File: config.mk
export PLATFORM = sky130hd
export DESIGN_NAME = action_selector
export DESIGN_NICKNAME = d
export VERILOG_FILES = /design/src/rtl/action_selector.sv
export SDC_FILE = /design/constraint.sdc
export NUM_CORES = 1
export LEC_CHECK = 0
export CORE_ASPECT_RATIO = 0.8
export CORE_MARGIN = 2
export CORE_UTILIZATION = 25
export CTS_CLUSTER_SIZE = 24
export DETAILED_ROUTE_END_ITERATION = 8
export HOLD_SLACK_MARGIN = 0.12
export SYNTH_ARGS = -nofsm -noshare
export SYNTH_HDL_FRONTEND = slang
export SYNTH_SLANG_ARGS = --single-unit
export TNS_END_PERCENT = 50
File: constraint.sdc
create_clock -name clk -period 2.95 [get_ports clk]
set_input_delay 0.4425 -clock clk [delete_from_list [all_inputs] [get_ports clk]]
set_output_delay 0.4425 -clock clk [all_outputs]
set_load 0.05 [all_outputs]
File: src/rtl/action_selector.sv
// rtl/action_selector.sv - epsilon-greedy action selector (LFSR explore / Q-table argmax exploit)
module action_selector #(
  parameter int          QW   = 16,
  parameter logic [15:0] SEED = 16'hACE1
) (
  input  logic                 clk,
  input  logic                 rst,
  input  logic                 start,
  input  logic                 learning,
  input  logic [7:0]           epsilon,
  input  logic [11:0]          S,
  output logic                 q_rd,
  output logic [13:0]          q_addr,
  input  logic signed [QW-1:0] q_data,
  output logic [1:0]           A,
  output logic                 A_valid,
  output logic                 busy,
  output logic                 explore
);

  typedef enum logic [1:0] {IDLE, FETCH, DRAIN, DONE} state_t;

  state_t                state, state_nxt;
  logic [15:0]           lfsr;
  logic [15:0]           lfsr_nxt;
  logic                  accept;
  logic                  explore_now;
  logic                  flag;
  logic [1:0]            rnd_a;
  logic [1:0]            idx;
  logic                  rd_d;
  logic [1:0]            rd_idx;
  logic signed [QW-1:0]  best_q;
  logic [1:0]            best_a;

  // Galois step and explore decision, both based on the advanced LFSR value
  always_comb begin
    lfsr_nxt    = {1'b0, lfsr[15:1]} ^ (lfsr[0] ? 16'hB400 : 16'h0000);
    accept      = (state == IDLE) && start;
    explore_now = learning && (lfsr_nxt[7:0] < epsilon);
  end

  // q_addr doubles as the latched state plus the fetch index
  assign idx = q_addr[1:0];

  // state register
  always_ff @(posedge clk or negedge rst) begin
    if (!rst) state <= IDLE;
    else      state <= state_nxt;
  end

  // next-state and decode outputs
  always_comb begin
    state_nxt = state;
    q_rd      = 1'b0;
    busy      = 1'b1;
    case (state)
      IDLE: begin
        busy = 1'b0;
        if (start) state_nxt = explore_now ? DONE : FETCH;
      end
      FETCH: begin
        q_rd = 1'b1;
        if (idx == 2'd3) state_nxt = DRAIN;
      end
      DRAIN:   state_nxt = DONE;
      DONE:    state_nxt = IDLE;
      default: state_nxt = IDLE;
    endcase
  end

  // LFSR advances once per accepted start; decision flag and random pick are latched with it
  always_ff @(posedge clk or negedge rst) begin
    if (!rst) begin
      lfsr  <= SEED;
      flag  <= 1'b0;
      rnd_a <= 2'd0;
    end else if (accept) begin
      lfsr  <= lfsr_nxt;
      flag  <= explore_now;
      rnd_a <= lfsr_nxt[9:8];
    end
  end

  // address generator: loaded on an exploit start, walks idx 0..3, holds while idle
  always_ff @(posedge clk or negedge rst) begin
    if (!rst) begin
      q_addr <= 14'd0;
    end else if (accept && !explore_now) begin
      q_addr <= {S, 2'd0};
    end else if (state == FETCH && idx != 2'd3) begin
      q_addr <= {q_addr[13:2], idx + 2'd1};
    end
  end

  // running argmax, one cycle behind the read; strict greater keeps the lowest index on ties
  always_ff @(posedge clk or negedge rst) begin
    if (!rst) begin
      rd_d   <= 1'b0;
      rd_idx <= 2'd0;
      best_q <= '0;
      best_a <= 2'd0;
    end else begin
      rd_d   <= q_rd;
      rd_idx <= idx;
      if (rd_d && (rd_idx == 2'd0 || q_data > best_q)) begin
        best_q <= q_data;
        best_a <= rd_idx;
      end
    end
  end

  // publish the decision with a one-cycle strobe
  always_ff @(posedge clk or negedge rst) begin
    if (!rst) begin
      A       <= 2'd0;
      explore <= 1'b0;
      A_valid <= 1'b0;
    end else begin
      A_valid <= (state == DONE);
      if (state == DONE) begin
        A       <= flag ? rnd_a : best_a;
        explore <= flag;
      end
    end
  end

endmodule

# Yosys cells after proc, flatten, opt, wreduce, memory -nomap -nowiden
# Index checks and enable logic that the tools add are counted.
# word_totals
regBits	60
latch_bits	0
mem_bits_rw	0
mem_bits_ro	0
output_inout_bits	20
n_memories	0
# op_classes
n_addsub	1
mul	0
div_mod_pow	0
magnitude_cmp	2
eq_ne	7
shift	0
muxes	10
bitwise_logic	1
reduce_logical	11
# op_table
op	count
16-bit greater-than comparator	1
16-bit 2-to-1 mux	1
15-bit by 16-bit bitwise XOR with 16-bit output	1
14-bit 2-to-1 mux	1
2-bit 2-to-1 mux	5
8-bit less-than comparator	1
2-bit case mux with 4 select lines	1
2-bit equality test, second input constant	3
2-bit inequality test, second input constant	3
1-bit logical AND	5
2-bit zero test	2
2-bit by 1-bit adder with 2-bit output, second input constant	1
2-bit by 1-bit equality test with 1-bit output, second input constant	1
1-bit 2-to-1 mux	2
2-bit AND reduction	1
2-bit nonzero test	1
1-bit zero test	1
1-bit logical OR	1

# Depth between registers and ports, before layout
# Gate-level depths: netlist of the first run.
# logic_depth
ltp_word	7
depth_mapped	10
depth_no_buf	8

# Worst setup path before layout of the first run
# No wires, ideal clock.
# synth_path
path_type	input -> register
startpoint	in q_data[9]
endpoint	reg best_q[10]
arrival_ns	2.256
setup_slack_ns	0.569
cell_stages	9
path_cell_list	ha_1 -> a21o_1 -> nand3_2 -> a21oi_1 -> o41ai_2 -> and2_1 -> buf_6 -> buf_12 -> mux2_4
# synth_via
elab_chain_len	3
# synth_lines
item	line_no	text
start: declaration	14	input logic signed [QW-1:0] q_data,
16-bit greater-than comparator	106	if (rd_d && (rd_idx == 2'd0 || q_data > best_q)) begin
1-bit logical OR	106	
1-bit logical AND	106	
end signal: assignment	107	best_q <= q_data;
end: declaration	33	logic signed [QW-1:0] best_q;
# Every way passes these cells.
# A chain may end at the register's enable or synchronous reset.

# Final worst setup path of the first run
# layout_path
startpoint	in q_data[9]
endpoint	reg best_q[15]
# The elaborated chain is that of the path after synthesis.

==> results.json, run 1 <==
{
  "dp_cells": 549,
  "cpMaxStageDelayCell": "o41ai_2",
  "min_to": "rd_idx[1]$_DFF_PN0_",
  "drv_cap": 0,
  "min_from": "q_addr[1]$_DFFE_PN0P_",
  "clock-sinks": 58,
  "synth_cells": 323,
  "area_growth_pct": 34.0,
  "arrival_ns": 2.84,
  "fin_crit_ns": 2.64,
  "slew_headroom": 0.279,
  "rsz0062_at_grt": "false",
  "vias": 2531,
  "grt_max_degree": 34,
  "cts_tree": "yes",
  "drc": 0,
  "drive_above_1_share": 0.141,
  "initial_core_util": 0.256,
  "grt_pass1_wl_um": 12700,
  "yosys-top-cells-area": "dfrtp_1 38%, ha_1 11%, dfstp_2 6.4%",
  "grt_usage": 0.113,
  "endpoint_kind": "register",
  "synth_nets": 392,
  "h-tree-depth": 3,
  "antenna_found_initial": 0,
  "final_cells": 566,
  "p_total_mw": 4.09,
  "crit_chain": "clkdlybuf4s50_1 > ha_1 > a21o_1 > nand3_2 > a21oi_1 > o41ai_2 > and2_1 > buf_4 > mux2_2",
  "max_stage_delay_ns": 0.53,
  "fin_nets": 455,
  "grt_pass1_vias": 2615,
  "cp-start-kind": "primary input",
  "dieHeight_um": 106,
  "postLayoutCoreUtil": 0.343,
  "ys_seq_area_frac": 0.445,
  "syn_area_um2": 3280,
  "setup_viol": 0,
  "clockBufferDepth": 2,
  "routed_wl_um": 7470,
  "ys_ff_latch": 58,
  "place_hpwl_um": 5370,
  "ys_types": 36,
  "grt_overflow_total": 0,
  "r2r_cells": 9,
  "vias_per_cell": 4.47,
  "yosysTopAreaCell": "dfrtp_1",
  "syn_avg_cell_area_um2": 10.2,
  "required_ns": 3.15,
  "skew_ns": 0.00708,
  "run_status": "complete, no violations",
  "wire_per_inst_um": 13.2,
  "num_rows": 37,
  "ant_nets": 0,
  "hold_viol": 0,
  "clock_latency_ns": 0.32,
  "fmax_ghz": 0.379,
  "reg2reg_slack_ns": 0.53,
  "whs_ns": 0.448,
  "ir_drop_v": 0.000337,
  "cts_setup_buffers": 0,
  "rr_endpoint": "best_q[15]$_DFFE_PN0P_",
  "period_share": 0.894,
  "drt_pass1_iterations": 4,
  "timing.rr.start": "best_q[9]$_DFFE_PN0P_",
  "p_leak_nw": 1.99,
  "die_w_um": 132,
  "dieArea_um2": 14100,
  "critPathKind": "in -> reg",
  "io_pins": 60,
  "antenna_cells": 0,
  "p_per_area_nw_per_um2": 930,
  "whs_path_depth": 0,
  "clk_pin_slew_ns": 0.05,
  "final_max_slew_viol_count": 0,
  "worst_hold_path_type": "reg -> reg",
  "portBuffers": 59,
  "stdcell_area_um2": 4400,
  "path_max_fanout": 8,
  "routabilityCongestion": 0.691,
  "drt-initial-drc-count": 180,
  "root_buffer": "clkbuf_16",
  "placed_area_um2": 4070,
  "yosys_warnings": 0,
  "synth_top_area_share": 0.381,
  "n_fill_cell": 1265,
  "core_area_um2": 12800,
  "numCtsBuffers": 9,
  "worst_pin_slew_ns": 1.08
}
[through the flow]
stage / TNS (ns) / worst slack, ns
2_1_floorplan: 0 / 0.569
3_3_place_gp: 0 / 0.0252
3_5_place_dp: -0.00949 / -0.00949
4_1_cts: 0 / 0.314
5_1_grt: 0 / 0.194
6_report: 0 / 0.312
[cells in the mapped netlist]
library cell	count
a2111oi_2	1
o22a_1	1
nor2b_4	1
nand3_2	1
buf_12	1
nor2_1	5
mux2_2	7
dfrtp_1	50
nand3_1	5
a221oi_1	12
a211oi_1	3
and2_1	2
dfstp_2	8
mux2i_1	3
nand4_2	1
o211ai_1	14
nand4_1	17
xnor2_1	3
o41ai_2	1
o211ai_2	1
clkbuf_1	15
inv_1	32
mux2_4	9
buf_6	1
a21o_1	5
o21a_1	1
nor4_1	1
a21oi_1	9
o21ai_0	10
nand2_1	55
nor2b_1	1
nand2b_1	3
ha_1	29
xor2_1	1
nor3b_1	12
a311oi_1	2
[power by group]
part	internal [mW]	switching, mW	leakage, nW	total, mW
clock	0.758	0.347	0.156	1.11
combinational	0.790	0.975	1.17	1.77
sequential	1.05	0.166	0.666	1.22
total	2.60	1.49	1.99	4.09
[final cells by class]
| class | count | area (um^2) | share of cell area |
|---|---|---|---|
| Sequential cell | 58 | 1460 | 0.332 |
| Multi-Input combinational cell | 216 | 1610 | 0.367 |
| Tap cell | 175 | 219 | 0.0498 |
| Clock inverter | 5 | 77.6 | 0.0176 |
| Timing Repair Buffer | 69 | 663 | 0.151 |
| Clock buffer | 11 | 243 | 0.0552 |
| Inverter | 32 | 120 | 0.0273 |
[cells by family after synthesis]
| logic type | count (synthesis) | share of synthesized area |
|---|---|---|
| mux | 19 | 0.0744 |
| buf+inv | 49 | 0.0633 |
| fa+ha+maj | 29 | 0.111 |
| compound gates | 60 | 0.135 |
| flops | 58 | 0.445 |
| xor+xnor | 4 | 0.0107 |
| simple gates | 104 | 0.161 |
[worst max path at each step]
stage	from	end	cells after the start
floorplan	q_data[9]	best_q[10]$_DFFE_PN0P_	9
global placement	q_data[9]	best_q[15]$_DFFE_PN0P_	9
detailed placement	q_data[9]	best_q[15]$_DFFE_PN0P_	9
CTS	q_data[9]	best_q[15]$_DFFE_PN0P_	9
global route	q_data[9]	best_q[15]$_DFFE_PN0P_	9
finish	q_data[9]	best_q[15]$_DFFE_PN0P_	9
[registers in the layout (all words and copies together), names as in the netlist]
name / cells
best_a: 2
state: 2
explore: 1
rd_d: 1
flag: 1
q_addr: 14
A_valid: 1
best_q: 16
A: 2
rd_idx: 2
lfsr: 16
[layer usage]
metal  GRT usage  vias to the layer above  wire length [um]
met2       0.173                       37              3380
met4      0.0427                        0                96
met3      0.0296                        7               256
met1       0.152                     1221              3740
met5           0                        -                 0
li1            -                     1266                 -
[worst max-delay path, delay by kind of cell]
family | cells | cell delay [ns]
simple gates | 2 | 0.27
fa+ha+maj | 1 | 0.33
compound gates | 3 | 0.79
buf+inv | 2 | 0.64
mux | 1 | 0.35
[placed cells by master (no fill, tap or decap), types with 2 or more instances in the layout]
master           netlist  layout
o211ai_1              14      14
mux2i_1                3       3
o21ai_0               10      10
xnor2_1                3       3
a21oi_1                9       9
a221oi_1              12      12
ha_1                  29      29
nand2_1               55      55
clkinv_2               0       2
nand4_1               17      17
a21o_1                 5       5
bufinv_16              0       2
buf_4                  0       9
nor2_1                 5       5
a211oi_1               3       3
clkdlybuf4s50_1        0      58
and2_1                 2       2
mux2_4                 9       9
dfstp_2                8       8
nand2b_1               3       3
dfrtp_1               50      50
mux2_2                 7       7
a311oi_1               2       2
nor3b_1               12      12
clkbuf_16              0       9
nand3_1                5       5
inv_1                 32      32
[repair_timing]
item | CTS | global route
hold endpoints to repair | 7 | 0
resized for setup | 0 | 0
hold buffers | 1 | 0
endpoints found under the setup margin | 0 | 0
No activity file was read; power rests on OpenSTA's default activity.
==> run 2, diff against run 1 <==
CTS_CLUSTER_DIAMETER = 30   (was not set)
==> results of run 2 <==
Same layout as run 1: the final DEF is identical, and so are final timing and power.
